$ cat config.mk
export PLATFORM = sky130hd
export DESIGN_NAME = core_issue_arbiter
export DESIGN_NICKNAME = d
export VERILOG_FILES = /design/src/rtl/core_issue_arbiter.sv
export SDC_FILE = /design/constraint.sdc
export NUM_CORES = 1
export LEC_CHECK = 0
export ABC_AREA = 1
export BUFFER_PORTS_ARGS = -buffer_cell sky130_fd_sc_hd__buf_2
export CAP_MARGIN = 15
export CORE_ASPECT_RATIO = 1.75
export CORE_MARGIN = 4
export CORE_UTILIZATION = 45
export DETAILED_ROUTE_END_ITERATION = 6
export PLACE_DENSITY = 0.88
export SYNTH_ARGS = -nofsm -noshare
export SYNTH_HDL_FRONTEND = slang
export SYNTH_SLANG_ARGS = --single-unit
export TNS_END_PERCENT = 1
$ cat constraint.sdc
create_clock -name clk -period 6.01 [get_ports clk]
set_clock_uncertainty 0.05 [all_clocks]
set_input_delay 0.3005 -clock clk [delete_from_list [all_inputs] [get_ports clk]]
set_output_delay 0.3005 -clock clk [all_outputs]
set_load 0.1 [all_outputs]
$ cat src/rtl/core_issue_arbiter.sv
// Round-robin issue arbiter for the shared multi-core execution datapath.
// Registered valid/ready issue slot, DIV/MOD occupancy stall, HLT parking.
module core_issue_arbiter #(
  parameter int unsigned NUM_CORES = 9,
  parameter int unsigned ID_W      = 4,
  parameter int unsigned DIV_LAT   = 4
) (
  input  logic                   clk,
  input  logic                   reset_n,
  input  logic [NUM_CORES-1:0]   req,
  input  logic [8*NUM_CORES-1:0] instr_flat,
  input  logic [8*NUM_CORES-1:0] op1_flat,
  input  logic [8*NUM_CORES-1:0] op2_flat,
  output logic [NUM_CORES-1:0]   gnt,
  input  logic [NUM_CORES-1:0]   resume,
  output logic [NUM_CORES-1:0]   halted,
  output logic                   dp_valid,
  input  logic                   dp_ready,
  output logic [ID_W-1:0]        dp_core_id,
  output logic [7:0]             dp_instruction,
  output logic [7:0]             dp_operand1,
  output logic [7:0]             dp_operand2,
  output logic                   busy
);

  localparam int unsigned PTR_W = (NUM_CORES > 1) ? $clog2(NUM_CORES) : 1;
  localparam int unsigned CNT_W = $clog2(DIV_LAT + 1);

  localparam logic [0:0] ST_RUN   = 1'b0;
  localparam logic [0:0] ST_STALL = 1'b1;

  localparam logic [7:0] OP_DIV = 8'h04;
  localparam logic [7:0] OP_MOD = 8'h05;
  localparam logic [7:0] OP_HLT = 8'h14;

  logic [0:0]           state, state_nxt;
  logic [CNT_W-1:0]     stall_cnt, stall_cnt_nxt;
  logic [PTR_W-1:0]     ptr, ptr_nxt;
  logic [NUM_CORES-1:0] halted_nxt;
  logic                 dp_valid_nxt;
  logic [ID_W-1:0]      dp_core_id_nxt;
  logic [7:0]           dp_instruction_nxt, dp_operand1_nxt, dp_operand2_nxt;
  logic                 busy_nxt;

  logic [7:0]           instr_a [NUM_CORES];
  logic [7:0]           op1_a   [NUM_CORES];
  logic [7:0]           op2_a   [NUM_CORES];
  logic [NUM_CORES-1:0] eligible;
  logic                 load_ok;
  logic                 consumed;
  logic                 take;
  logic                 win_found;
  logic [PTR_W-1:0]     win_idx;

  // Unpack per-core payload buses.
  always_comb begin
    for (int unsigned i = 0; i < NUM_CORES; i++) begin
      instr_a[i] = instr_flat[8*i +: 8];
      op1_a[i]   = op1_flat[8*i +: 8];
      op2_a[i]   = op2_flat[8*i +: 8];
    end
  end

  assign eligible = req & ~halted;
  assign load_ok  = (state == ST_RUN) & (~dp_valid | dp_ready);
  assign consumed = dp_valid & dp_ready;
  assign take     = load_ok & win_found;

  // Rotating priority scan starting at ptr, wrapping modulo NUM_CORES.
  always_comb begin
    logic [PTR_W:0] idx;
    win_found = 1'b0;
    win_idx   = '0;
    idx       = '0;
    for (int unsigned k = 0; k < NUM_CORES; k++) begin
      idx = (PTR_W+1)'(ptr) + (PTR_W+1)'(k);
      if (idx >= (PTR_W+1)'(NUM_CORES)) begin
        idx = idx - (PTR_W+1)'(NUM_CORES);
      end
      if (!win_found && eligible[idx[PTR_W-1:0]]) begin
        win_found = 1'b1;
        win_idx   = idx[PTR_W-1:0];
      end
    end
  end

  // Grant is held low while reset is asserted.
  always_comb begin
    gnt = '0;
    if (reset_n && take) begin
      gnt[win_idx] = 1'b1;
    end
  end

  // Next-state and slot update.
  always_comb begin
    state_nxt          = state;
    stall_cnt_nxt      = stall_cnt;
    ptr_nxt            = ptr;
    halted_nxt         = halted & ~resume;
    dp_valid_nxt       = dp_valid;
    dp_core_id_nxt     = dp_core_id;
    dp_instruction_nxt = dp_instruction;
    dp_operand1_nxt    = dp_operand1;
    dp_operand2_nxt    = dp_operand2;

    case (state)
      ST_RUN: begin
        if (consumed && (dp_instruction == OP_DIV || dp_instruction == OP_MOD)
            && (DIV_LAT > 1)) begin
          state_nxt     = ST_STALL;
          stall_cnt_nxt = CNT_W'(DIV_LAT - 1);
        end
      end
      ST_STALL: begin
        stall_cnt_nxt = stall_cnt - CNT_W'(1);
        if (stall_cnt == CNT_W'(1)) begin
          state_nxt = ST_RUN;
        end
      end
      default: state_nxt = ST_RUN;
    endcase

    if (take) begin
      dp_valid_nxt       = 1'b1;
      dp_core_id_nxt     = ID_W'(win_idx);
      dp_instruction_nxt = instr_a[win_idx];
      dp_operand1_nxt    = op1_a[win_idx];
      dp_operand2_nxt    = op2_a[win_idx];
      ptr_nxt = (win_idx == PTR_W'(NUM_CORES - 1)) ? '0 : win_idx + PTR_W'(1);
      // HLT overrides a coincident resume for the same core.
      if (instr_a[win_idx] == OP_HLT) begin
        halted_nxt[win_idx] = 1'b1;
      end
    end else if (consumed) begin
      dp_valid_nxt = 1'b0;
    end

    busy_nxt = dp_valid_nxt | (state_nxt == ST_STALL);
  end

  always_ff @(posedge clk or negedge reset_n) begin
    if (!reset_n) begin
      state          <= ST_RUN;
      stall_cnt      <= '0;
      ptr            <= '0;
      halted         <= '0;
      dp_valid       <= 1'b0;
      dp_core_id     <= '0;
      dp_instruction <= '0;
      dp_operand1    <= '0;
      dp_operand2    <= '0;
      busy           <= 1'b0;
    end else begin
      state          <= state_nxt;
      stall_cnt      <= stall_cnt_nxt;
      ptr            <= ptr_nxt;
      halted         <= halted_nxt;
      dp_valid       <= dp_valid_nxt;
      dp_core_id     <= dp_core_id_nxt;
      dp_instruction <= dp_instruction_nxt;
      dp_operand1    <= dp_operand1_nxt;
      dp_operand2    <= dp_operand2_nxt;
      busy           <= busy_nxt;
    end
  end

endmodule

==> results by group, run 1 <==
Cells and area
  • Fraction of layout cells with a size suffix above 1: 0.2586
  • Multi-input logic area: 4908 µm²
  • Post-Layout Cell Count: ~1.7k
  • Layout net count: 1749
  • Area Overhead vs Synth: 28.48%
  • FF/Latch Area: 1176 µm²
  • Fill cells: 1476

Job
  • Max-cap violations: 0

Synth
  • Syn nets: 1479
  • Most common cell in the netlist: nand2_1
  • Share of Yosys cell area claimed by the top area cell type: 0.3094
  • Post-synth EDFFs: 0
  • Synth unique cells: 48
  • Mean Syn Cell Area: roughly 5.6 µm²
  • Top_reg_cell synth: dfrtp_1
  • Post-Syn Area: 6758 µm²
  • Synth top cells by count: 557 x nand2_1, 110 x nand3_1, 100 x inv_1
  • Synth top area cells: nand2_1 31%, dfrtp_1 17%, nand3_1 8.1%, inv_1 5.6%, ha_1 5.2%
  • Largest area contributor in the netlist: nand2_1
  • Mapped Cells: about 1.2k
  • Yosys warns: 0
  • Seq/Total Area, Yosys: 0.1740
  • Async SR Flop Fraction: 1.000
  • Synthesized flop and latch total: 47

Setup path
  • CP Launch Type: flop
  • Worst Path Arrival: 5.19 ns
  • Slowest stage delay, CP: 0.49 ns
  • R2r setup slk: 0.62 ns
  • Worst r2r dst: halted[2]
  • Crit end category: output port
  • Worst flop-to-flop path startpoint: ptr[1]
  • Worst-path maximum fanout: 24
  • Reg2reg path depth: 25
  • CP Cell Sequence: inv_1 > ha_1 > nor2_1 > nand3_1 > nand2_2 > nand3_1 > nand2_2 > nand3_1 > o21ai_1 > nand2_2 > nand3_1 > nor2_1 > nor2_1 > nand2_1 > o21ai_0 > nand2_1 > nor2_2 > nor2_4 > nor2_4 > inv_2 > nor3_1 > buf_12
  • Critical Path RT: 5.66 ns
  • Max stage delay cell, worst path: ha_1
  • Critical path class: flop to output port
  • Most common cell type on the critical path: nand3_1

Clock network
  • CTS tree: built
  • Hold buffer count at CTS: 0
  • Max H-tree Level: 2
  • Max Root-Sink Buffers: 2
  • Clk slew on worst S/H paths: 0.06 ns
  • Worst-Skew Late Latency: just under 0.3 ns
  • Post-CTS resize count: 0
  • Total clock buffers created by CTS: 5
  • Setup Fix Bufs, Post-CTS: 0
  • Clk sinks: 47
  • Root buffer cell: clkbuf_16

Timing
  • Hold Fails Final Rpt: 0
  • Slew @ Worst Pin: a little under 1 ns
  • Hold WS: 0.04828 ns
  • Shortest period the worst path allows: between 5 and 6 ns
  • RSZ-0062 raised after global routing: false
  • Max Slew Vio Count: 0
  • Setup violations, final: 0
  • Period utilization: 0.9215
  • Worst relative slew slack: 0.3380
  • Max Freq: 180.6 MHz
  • Fin worst setup slack: 0.4718 ns

Worst hold path
  • Hold Path Class: input port to async pin

Detailed routing
  • Detailed Route Iter0 Violations: 525
  • Post-route DRC violation count: 0
  • Via-to-Cell Ratio: 5.483
  • DR vias: 9157
  • Drt wl/cell: around 17 µm
  • First-pass detailed-route iteration total: 5
  • Routed wire length: 28120 µm
  • Post-DRT Antenna Nets: 0

Placement
  • Inst Count DP: 1659
  • DP HPWL: 22770 µm
  • GPL Wtd Cong: just over 1
  • Pre-CTS WS: ~0.68 ns
  • PortBufs: 284

Global routing
  • Vias in the first global route: 8792
  • Initial antenna violation count: 2
  • Global-route wire length before repair: 42960 µm
  • Total GRT Usage: 0.3145
  • Largest net degree at the start of global routing: 62
  • Remaining Overflow, GRT: 0

Floorplanning
  • Starting Density: 0.4554
  • Die Ht: 170.1 µm
  • Io pins: around 290
  • Core ar.: 14840 µm²
  • Row count: approximately 60
  • DIE AREA: roughly 17000 µm²
  • Die Wd: between 100 and 150 µm

Outcome
  • Status: complete, no violations
[kinds of logic (layout without fill, tap and decap cells)]
| group | Yosys count | after routing | share of synthesized area |
|---|---|---|---|
| adder cells (fa/ha/maj) | 28 | 28 | 0.05184 |
| flip-flops | 47 | 47 | 0.1740 |
| other | 0 | 2 | 0 |
| AO/OA/AOI/OAI | 174 | 174 | 0.1474 |
| AND/OR/NAND/NOR | 791 | 792 | 0.5071 |
| XOR/XNOR | 12 | 12 | 0.01778 |
| buffers and inverters | 162 | 432 | 0.1018 |
[worst max-delay path by stage]
stage | start | end | slack (ns) | depth (start not counted)
after floorplan | ptr[1] | gnt[3] | -0.20 | 23
after CTS | ptr[1] | gnt[1] | 0.43 | 23
after global placement | ptr[1] | halted[5] | 0.76 | 28
after detailed placement | ptr[1] | halted[7] | 0.68 | 28
final | ptr[1] | gnt[1] | 0.47 | 22
after global routing | ptr[1] | gnt[1] | 0.06 | 22
[layout by cell type (no fill, tap or decap), drive strengths merged, types with 2 or more instances in the layout]
cell    count
nand2     577
o22ai       9
diode       2
clkbuf      6
or2         3
inv       114
nor3       21
nor2       50
o211ai     13
nand3b      7
a31oi       4
dfrtp      47
xor2       11
buf       308
nand3     118
nand4      14
o21ai      81
a21oi      49
ha         28
a211oi     12
clkinv      3
[per-stage QoR]
stage | instance area (µm²) | util | TNS, ns
6_report | 8682 | 0.5851 | 0
5_1_grt | 8682 | 0.5851 | 0
4_1_cts | 8663 | 0.5839 | 0
3_5_place_dp | 8489 | 0.5721 | 0
3_3_place_gp | 8489 | 0.5721 | 0
2_1_floorplan | 6758 | - | -1.134
[area by class of cell]
class	instances	share of cell area
Multi-Input combinational cell	1006	0.5654
Clock inverter	2	0.004035
Clock buffer	6	0.01600
Antenna cell	2	0.0005765
Sequential cell	47	0.1355
Tap cell	183	0.02637
Timing Repair Buffer	308	0.2015
Inverter	116	0.05073
[worst max-delay path, delay by kind of cell (launching register included)]
| kind | cells | cell delay (ns) |
|---|---|---|
| adders and majority gates | 1 | 0.49 |
| AOI/OAI and AO/OA | 2 | 0.47 |
| and+or+nand+nor | 16 | 2.78 |
| DFF | 1 | 0.38 |
| buffers and inverters | 3 | 0.75 |
[layer usage]
metal | vias up | global-route usage | share of wire | wire, µm
li1 | 4446 | - | - | -
met1 | 4098 | 0.3275 | 0.33 | 9347
met2 | 475 | 0.5687 | 0.52 | 14510
met3 | 138 | 0.03486 | 0.068 | 1926
met4 | 0 | 0.2270 | 0.083 | 2342
met5 | - | 0 | 0 | 0
[sequential cells by signal, summed over array words and instances (netlist names)]
register	cells
halted	9
dp_instruction	8
dp_operand1	8
dp_operand2	8
dp_core_id	4
ptr	4
stall_cnt	3
busy	1
dp_valid	1
state	1
Power of run 1 is left out: the tool's default activity adds up to more than one toggle a clock period on the data nets, which glitch-free logic cannot reach.
==> run 2, diff against run 1 <==
Clock period 6.01 ns to 6.5 ns, I/O delays scaled along.
==> run 2 against run 1 <==
Effect of this change: first-iteration DRC count grew 29%; critical path depth grew 1; non-clock buffer count shrank 11; sequential cell count is the same; register-to-register slack gained 0.31 ns; die area is the same; cell area shrank 1.0%; core utilization shrank 0.60 points; count of clock-buffer cells in the layout shrank 1.
==> results by group, run 2 (synthesis gave the netlist of run 1 again) <==
Outcome
  • Status: complete, no violations

Job
  • Max-cap violations: 0 (unchanged)

Timing
  • Worst relative slew slack: 0.3326 (-0.005371)
  • RSZ-0062 raised after global routing: false
  • Hold WS: 0.08844 ns (+0.04016 ns)
  • Max Freq: 163.6 MHz
  • Hold Fails Final Rpt: 0 (unchanged)
  • Period utilization: 0.9406
  • Shortest period the worst path allows: between 6 and 7 ns
  • Setup violations, final: 0 (unchanged)
  • Slew @ Worst Pin: 1.000 ns (+0.008048 ns)
  • Fin Setup TNS: 0 ns (unchanged)
  • Max Slew Vio Count: 0 (unchanged)

Setup path
  • Worst Path Arrival: 5.74 ns (+0.55 ns)
  • Critical Path RT: 6.12 ns (+0.46 ns)
  • Worst-path maximum fanout: 24 (unchanged)
  • Crit end category: output port
  • CP Launch Type: flop
  • Critical path class: flop to output port

Placement
  • Dpl cell area: 8407 µm² (-0.97%)
  • GPL Wtd Cong: 0.9704 (-5.8%)
  • PortBufs: 284 (unchanged)
  • DP HPWL: 22690 µm (-0.33%)

Clock network
  • Hold buffer count at CTS: 0 (unchanged)
  • Root buffer cell: clkbuf_16
  • Post-CTS resize count: 0 (unchanged)
  • Clk sinks: 47 (unchanged)
  • CTS tree: built
  • Worst-Skew Late Latency: 0.30 ns (about the same)
  • Total clock buffers created by CTS: 5 (unchanged)
  • Max H-tree Level: 2 (unchanged)
  • Setup Fix Bufs, Post-CTS: 0 (unchanged)
  • Max Root-Sink Buffers: 2 (unchanged)
  • Clk slew on worst S/H paths: 0.08 ns (+0.02 ns)

Cells and area
  • FF/Latch Area: 1176 µm² (unchanged)
  • Multi-input logic area: 4908 µm² (unchanged)
  • Area Overhead vs Synth: 27.16%
  • Max FFs per register: 9 (unchanged)
  • Most frequent cells in the layout: 557 x nand2_1, 275 x buf_2, 110 x nand3_1
  • Commonest non-fill, non-tap cell in the layout: nand2_1
  • Fraction of layout cells with a size suffix above 1: 0.2531 (-0.005533)
  • Most flops, register: halted
  • Fill cells: 1495 (+1.3%)
  • Layout net count: 1738 (-0.63%)
  • Design Area, Final: 8593 µm² (-1.0%)

Detailed routing
  • Post-DRT Antenna Nets: 0 (unchanged)
  • DR vias: 9227 (+0.76%)
  • Via-to-Cell Ratio: 5.565 (+1.5%)
  • Routed wire length: 28730 µm (+2.2%)
  • Detailed Route Iter0 Violations: 675 (+29%)
  • Post-route DRC violation count: 0 (unchanged)
  • First-pass detailed-route iteration total: 5 (unchanged)
  • Drt wl/cell: 17.33 µm (+2.9%)

Floorplanning
  • Core ar.: 14840 µm² (unchanged)
  • Die Ht: 170.1 µm (unchanged)
  • Row count: 59 (unchanged)
  • DIE AREA: 17120 µm² (unchanged)
  • Die Wd: 100.6 µm (unchanged)
  • Starting Density: 0.4554 (unchanged)
  • Io pins: 285 (unchanged)

Global routing
  • Initial antenna violation count: 1 (-1)
  • Total GRT Usage: 0.3194 (+0.004933)
  • Largest net degree at the start of global routing: 104 (+68%)
  • Global-route wire length before repair: 43680 µm (+1.7%)
  • Vias in the first global route: 8942 (+1.7%)
  • Remaining Overflow, GRT: 0 (unchanged)

Worst hold path
  • Hold Path Class: input port to async pin
## run 2: area by class of cell
class,instances,area share
clock buffers,5,0.01456
multi-input cells,1006,0.5712
diodes,1,0.0002912
repair buffers,297,0.1939
clock inverters,3,0.005533
inverters,116,0.05096
flip-flops and latches,47,0.1369
well taps,183,0.02665
## run 2: final timing paths
kind | cells after the start | slack (ns) | start | endpoint
max in group asynchronous | 2 | 5.88 | reset_n | dp_instruction[0]
worst min-delay path | 2 | 0.09 | reset_n | dp_operand1[3]
worst min register to register | 2 | 0.45 | dp_operand1[5] | dp_operand1[5]
worst max-delay path | 23 | 0.39 | ptr[1] | gnt[1]
min in group clk | 4 | 0.21 | resume[1] | halted[1]
worst max register to register | 32 | 0.93 | ptr[1] | halted[0]
## run 2: worst max-delay path: stages (launching register included)
cell and delay, ns:
dfrtp_1 0.65, inv_1 0.32, ha_2 0.58, nor2_1 0.10
nand3_1 0.11, nand2_2 0.08, nand2_4 0.12, nand2_1 0.08
xor2_1 0.26, inv_1 0.10, o21ai_1 0.19, nand2_2 0.15
nand3_1 0.16, nor2_1 0.06, nor2_1 0.17, nand2_1 0.10
o21ai_0 0.23, nand2_1 0.14, nor2_2 0.32, nor2_4 0.21
nor2_4 0.33, inv_2 0.30, nor3_1 0.44, buf_12 0.24
## run 2: routing by layer
layer  vias to the layer above  global-route usage  wire (µm)
met5                         -                   0          0
met4                         0              0.1977       2103
met3                       144             0.04348       2018
met2                       509              0.5894      15110
met1                      4151              0.3315       9506
li1                       4423                   -          -
## run 2: through the flow
stage | utilization | setup slack, ns | instances
2_1_floorplan | - | 0.2615 | 1214
3_3_place_gp | 0.5666 | 0.7618 | 1648
3_5_place_dp | 0.5666 | 0.6328 | 1648
4_1_cts | 0.5782 | 0.2821 | 1656
5_1_grt | 0.5791 | 0.06458 | 1658
6_report | 0.5791 | 0.3863 | 1658
Power of run 2 is left out for the same reason.
==> run 3, diff against run 2 <==
Settings changed: RECOVER_POWER set to 50.
==> run 3 against run 2 <==
Effect of this change: cell area decreased by 0.29%; worst setup slack got worse by 0.0088 ns; non-clock buffer count is the same; maximum frequency decreased by 0.14%; register-to-register slack worse by 0.02 ns; die area did not move; sequential share of layout area is essentially flat; via count shrank 0.38%; final cell count unchanged; first-iteration DRC count fell by 5.0%; largest cell class unchanged; highest routed layer unchanged.
==> results by group, run 3 (synthesis gave the netlist of run 1 again) <==
Clock network
  • Max H-tree Level: 2 (unchanged)
  • CTS tree: built
  • Root buffer cell: clkbuf_16
  • Clk slew on worst S/H paths: 0.08 ns (about the same)
  • Clk sinks: 47 (unchanged)
  • Max Root-Sink Buffers: 2 (unchanged)
  • Total clock buffers created by CTS: 5 (unchanged)
  • Worst-Skew Late Latency: 0.30 ns (about the same)
  • Setup Fix Bufs, Post-CTS: 0 (unchanged)

Detailed routing
  • Via-to-Cell Ratio: 5.544 (-0.38%)
  • Met2 wire len: 15350 µm (+1.6%)
  • Post-DRT Antenna Nets: 0 (unchanged)
  • Detailed Route Iter0 Violations: 641 (-5.0%)
  • Post-route DRC violation count: 0 (unchanged)
  • First-pass detailed-route iteration total: 5 (unchanged)
  • Top sig layer: met4
  • DR vias: 9192 (-0.38%)
  • Drt wl/cell: 17.37 µm (+0.25%)
  • M1 wire length: 9499 µm (about the same)
  • Routed wire length: 28800 µm (+0.25%)
  • Met3 Routed Length: 1997 µm (-1.0%)

Timing
  • Worst relative slew slack: 0.1639 (-0.1688)
  • Max Freq: 163.3 MHz (-0.14%)
  • Shortest period the worst path allows: 6.123 ns (+0.008844 ns)
  • RSZ-0062 raised after global routing: false
  • Fin worst setup slack: 0.3775 ns (-0.008844 ns)
  • Hold Fails Final Rpt: 0 (unchanged)
  • Fin Setup TNS: 0 ns (unchanged)
  • Slew @ Worst Pin: 1.260 ns (+0.2596 ns)
  • Period utilization: 0.9419 (+0.001361)
  • Max Slew Vio Count: 0 (unchanged)
  • Setup violations, final: 0 (unchanged)

Cells and area
  • Most frequent cells in the layout: 557 x nand2_1, 255 x buf_2, 110 x nand3_1
  • Layout net count: 1738 (unchanged)
  • Commonest non-fill, non-tap cell in the layout: nand2_1
  • Fill cells: 1500 (+0.33%)
  • Final Util: 0.5775 (-0.001686)
  • Most flops, register: halted
  • Area Overhead vs Synth: 26.79%
  • Max FFs per register: 9 (unchanged)
  • Fraction of layout cells with a size suffix above 1: 0.2395 (-0.01357)

Setup path
  • Worst path bufs/invs: 5 (+1)
  • Worst flop-to-flop path startpoint: ptr[1]
  • Reg2reg path depth: 32 (unchanged)
  • CP Launch Type: flop
  • Critical path class: flop to output port
  • Critical Path RT: 6.12 ns (about the same)
  • Worst-path maximum fanout: 25 (+4.2%)
  • Critical Path Sink: gnt[1]
  • Worst Path Arrival: 5.75 ns (about the same)
  • Slowest stage delay, CP: 0.66 ns (about the same)
  • Max stage delay cell, worst path: dfrtp_1
  • R2r setup slk: 0.91 ns (-0.02 ns)
  • Most common cell type on the critical path: nand2_1
  • Crit path from: ptr[1]
  • Crit end category: output port
  • CP Depth: 21 (-8.7%)
  • Worst r2r dst: halted[0]
  • CP top delay family: simple AND/OR/NAND/NOR gates
  • CP Cell Sequence: inv_1 > ha_1 > ha_1 > nand4_1 > nand2_1 > xor2_1 > nand2_1 > o211ai_1 > nand3_1 > nand3_1 > nand2_1 > inv_1 > nor2_4 > nand2_1 > o21ai_0 > inv_1 > nand2_1 > inv_1 > nand2_1 > nor3_1 > buf_12

Global routing
  • Vias in the first global route: 8942 (unchanged)
  • Remaining Overflow, GRT: 0 (unchanged)
  • Initial antenna violation count: 1 (unchanged)
  • Global-route wire length before repair: 43680 µm (unchanged)
  • Largest net degree at the start of global routing: 104 (unchanged)
  • Total GRT Usage: 0.3194 (unchanged)

Worst hold path
  • Hold Path Class: input port to async pin

Floorplanning
  • Io pins: 285 (unchanged)
  • Starting Density: 0.4554 (unchanged)
  • Core ar.: 14840 µm² (unchanged)
  • DIE AREA: 17120 µm² (unchanged)
  • Die Ht: 170.1 µm (unchanged)
  • Row count: 59 (unchanged)
  • Die Wd: 100.6 µm (unchanged)

Placement
  • GPL Wtd Cong: 0.9704 (unchanged)
  • PortBufs: 284 (unchanged)
  • DP HPWL: 22690 µm (unchanged)
  • Pre-CTS WS: 0.6328 ns (unchanged)

Job
  • Max-cap violations: 0 (unchanged)

Outcome
  • Status: complete, no violations
## run 3: cell types whose count changed in the layout (fill, tap and decap cells not counted)
| cell | previous run | this run |
|---|---|---|
| buf_2 | 275 | 255 |
| clkbuf_1 | 0 | 20 |
## run 3: what timing repair did
action | in CTS | in global routing
setup endpoints to repair | 0 | 4
gates resized for setup | 0 | 2
endpoints found under the hold margin | 0 | 0
hold buffers | 0 | 0
## run 3: worst min-delay path by stage
stage,start,to,slack [ns],cells after the start
finish,reset_n,dp_operand1[3],0.09,2
global route,reset_n,dp_operand1[7],0.14,2
CTS,reset_n,halted[1],0.11,2
detailed placement,dp_operand1[5],dp_operand1[5],0.42,2
global placement,dp_core_id[0],dp_core_id[0],0.41,2
floorplan,reset_n,busy,-0.02,0
## run 3: metal layers
layer / up-vias / GRT usage
met5: - / 0
met4: 0 / 0.1977
met3: 129 / 0.04348
met2: 494 / 0.5894
met1: 4145 / 0.3315
li1: 4424 / -
## run 3: final cells by class
type,count,area [µm²],area share
repair buffers,297,1642,0.1916
clock inverters,3,47.55,0.005549
flip-flops and latches,47,1176,0.1373
multi-input cells,1006,4908,0.5729
clock buffers,5,125.1,0.01460
diodes,1,2.502,0.0002921
well taps,183,229.0,0.02672
inverters,116,437.9,0.05111
## run 3: metrics by stage
step / hold WS [ns] / cell area [µm²] / instances
6_report: 0.09277 / 8568 / 1658
5_1_grt: 0.1357 / 8568 / 1658
4_1_cts: 0.1050 / 8579 / 1656
3_5_place_dp: 0.4223 / 8407 / 1648
3_3_place_gp: 0.4125 / 8407 / 1648
2_1_floorplan: -0.02059 / 6758 / 1214
Power of run 3 is left out for the same reason.
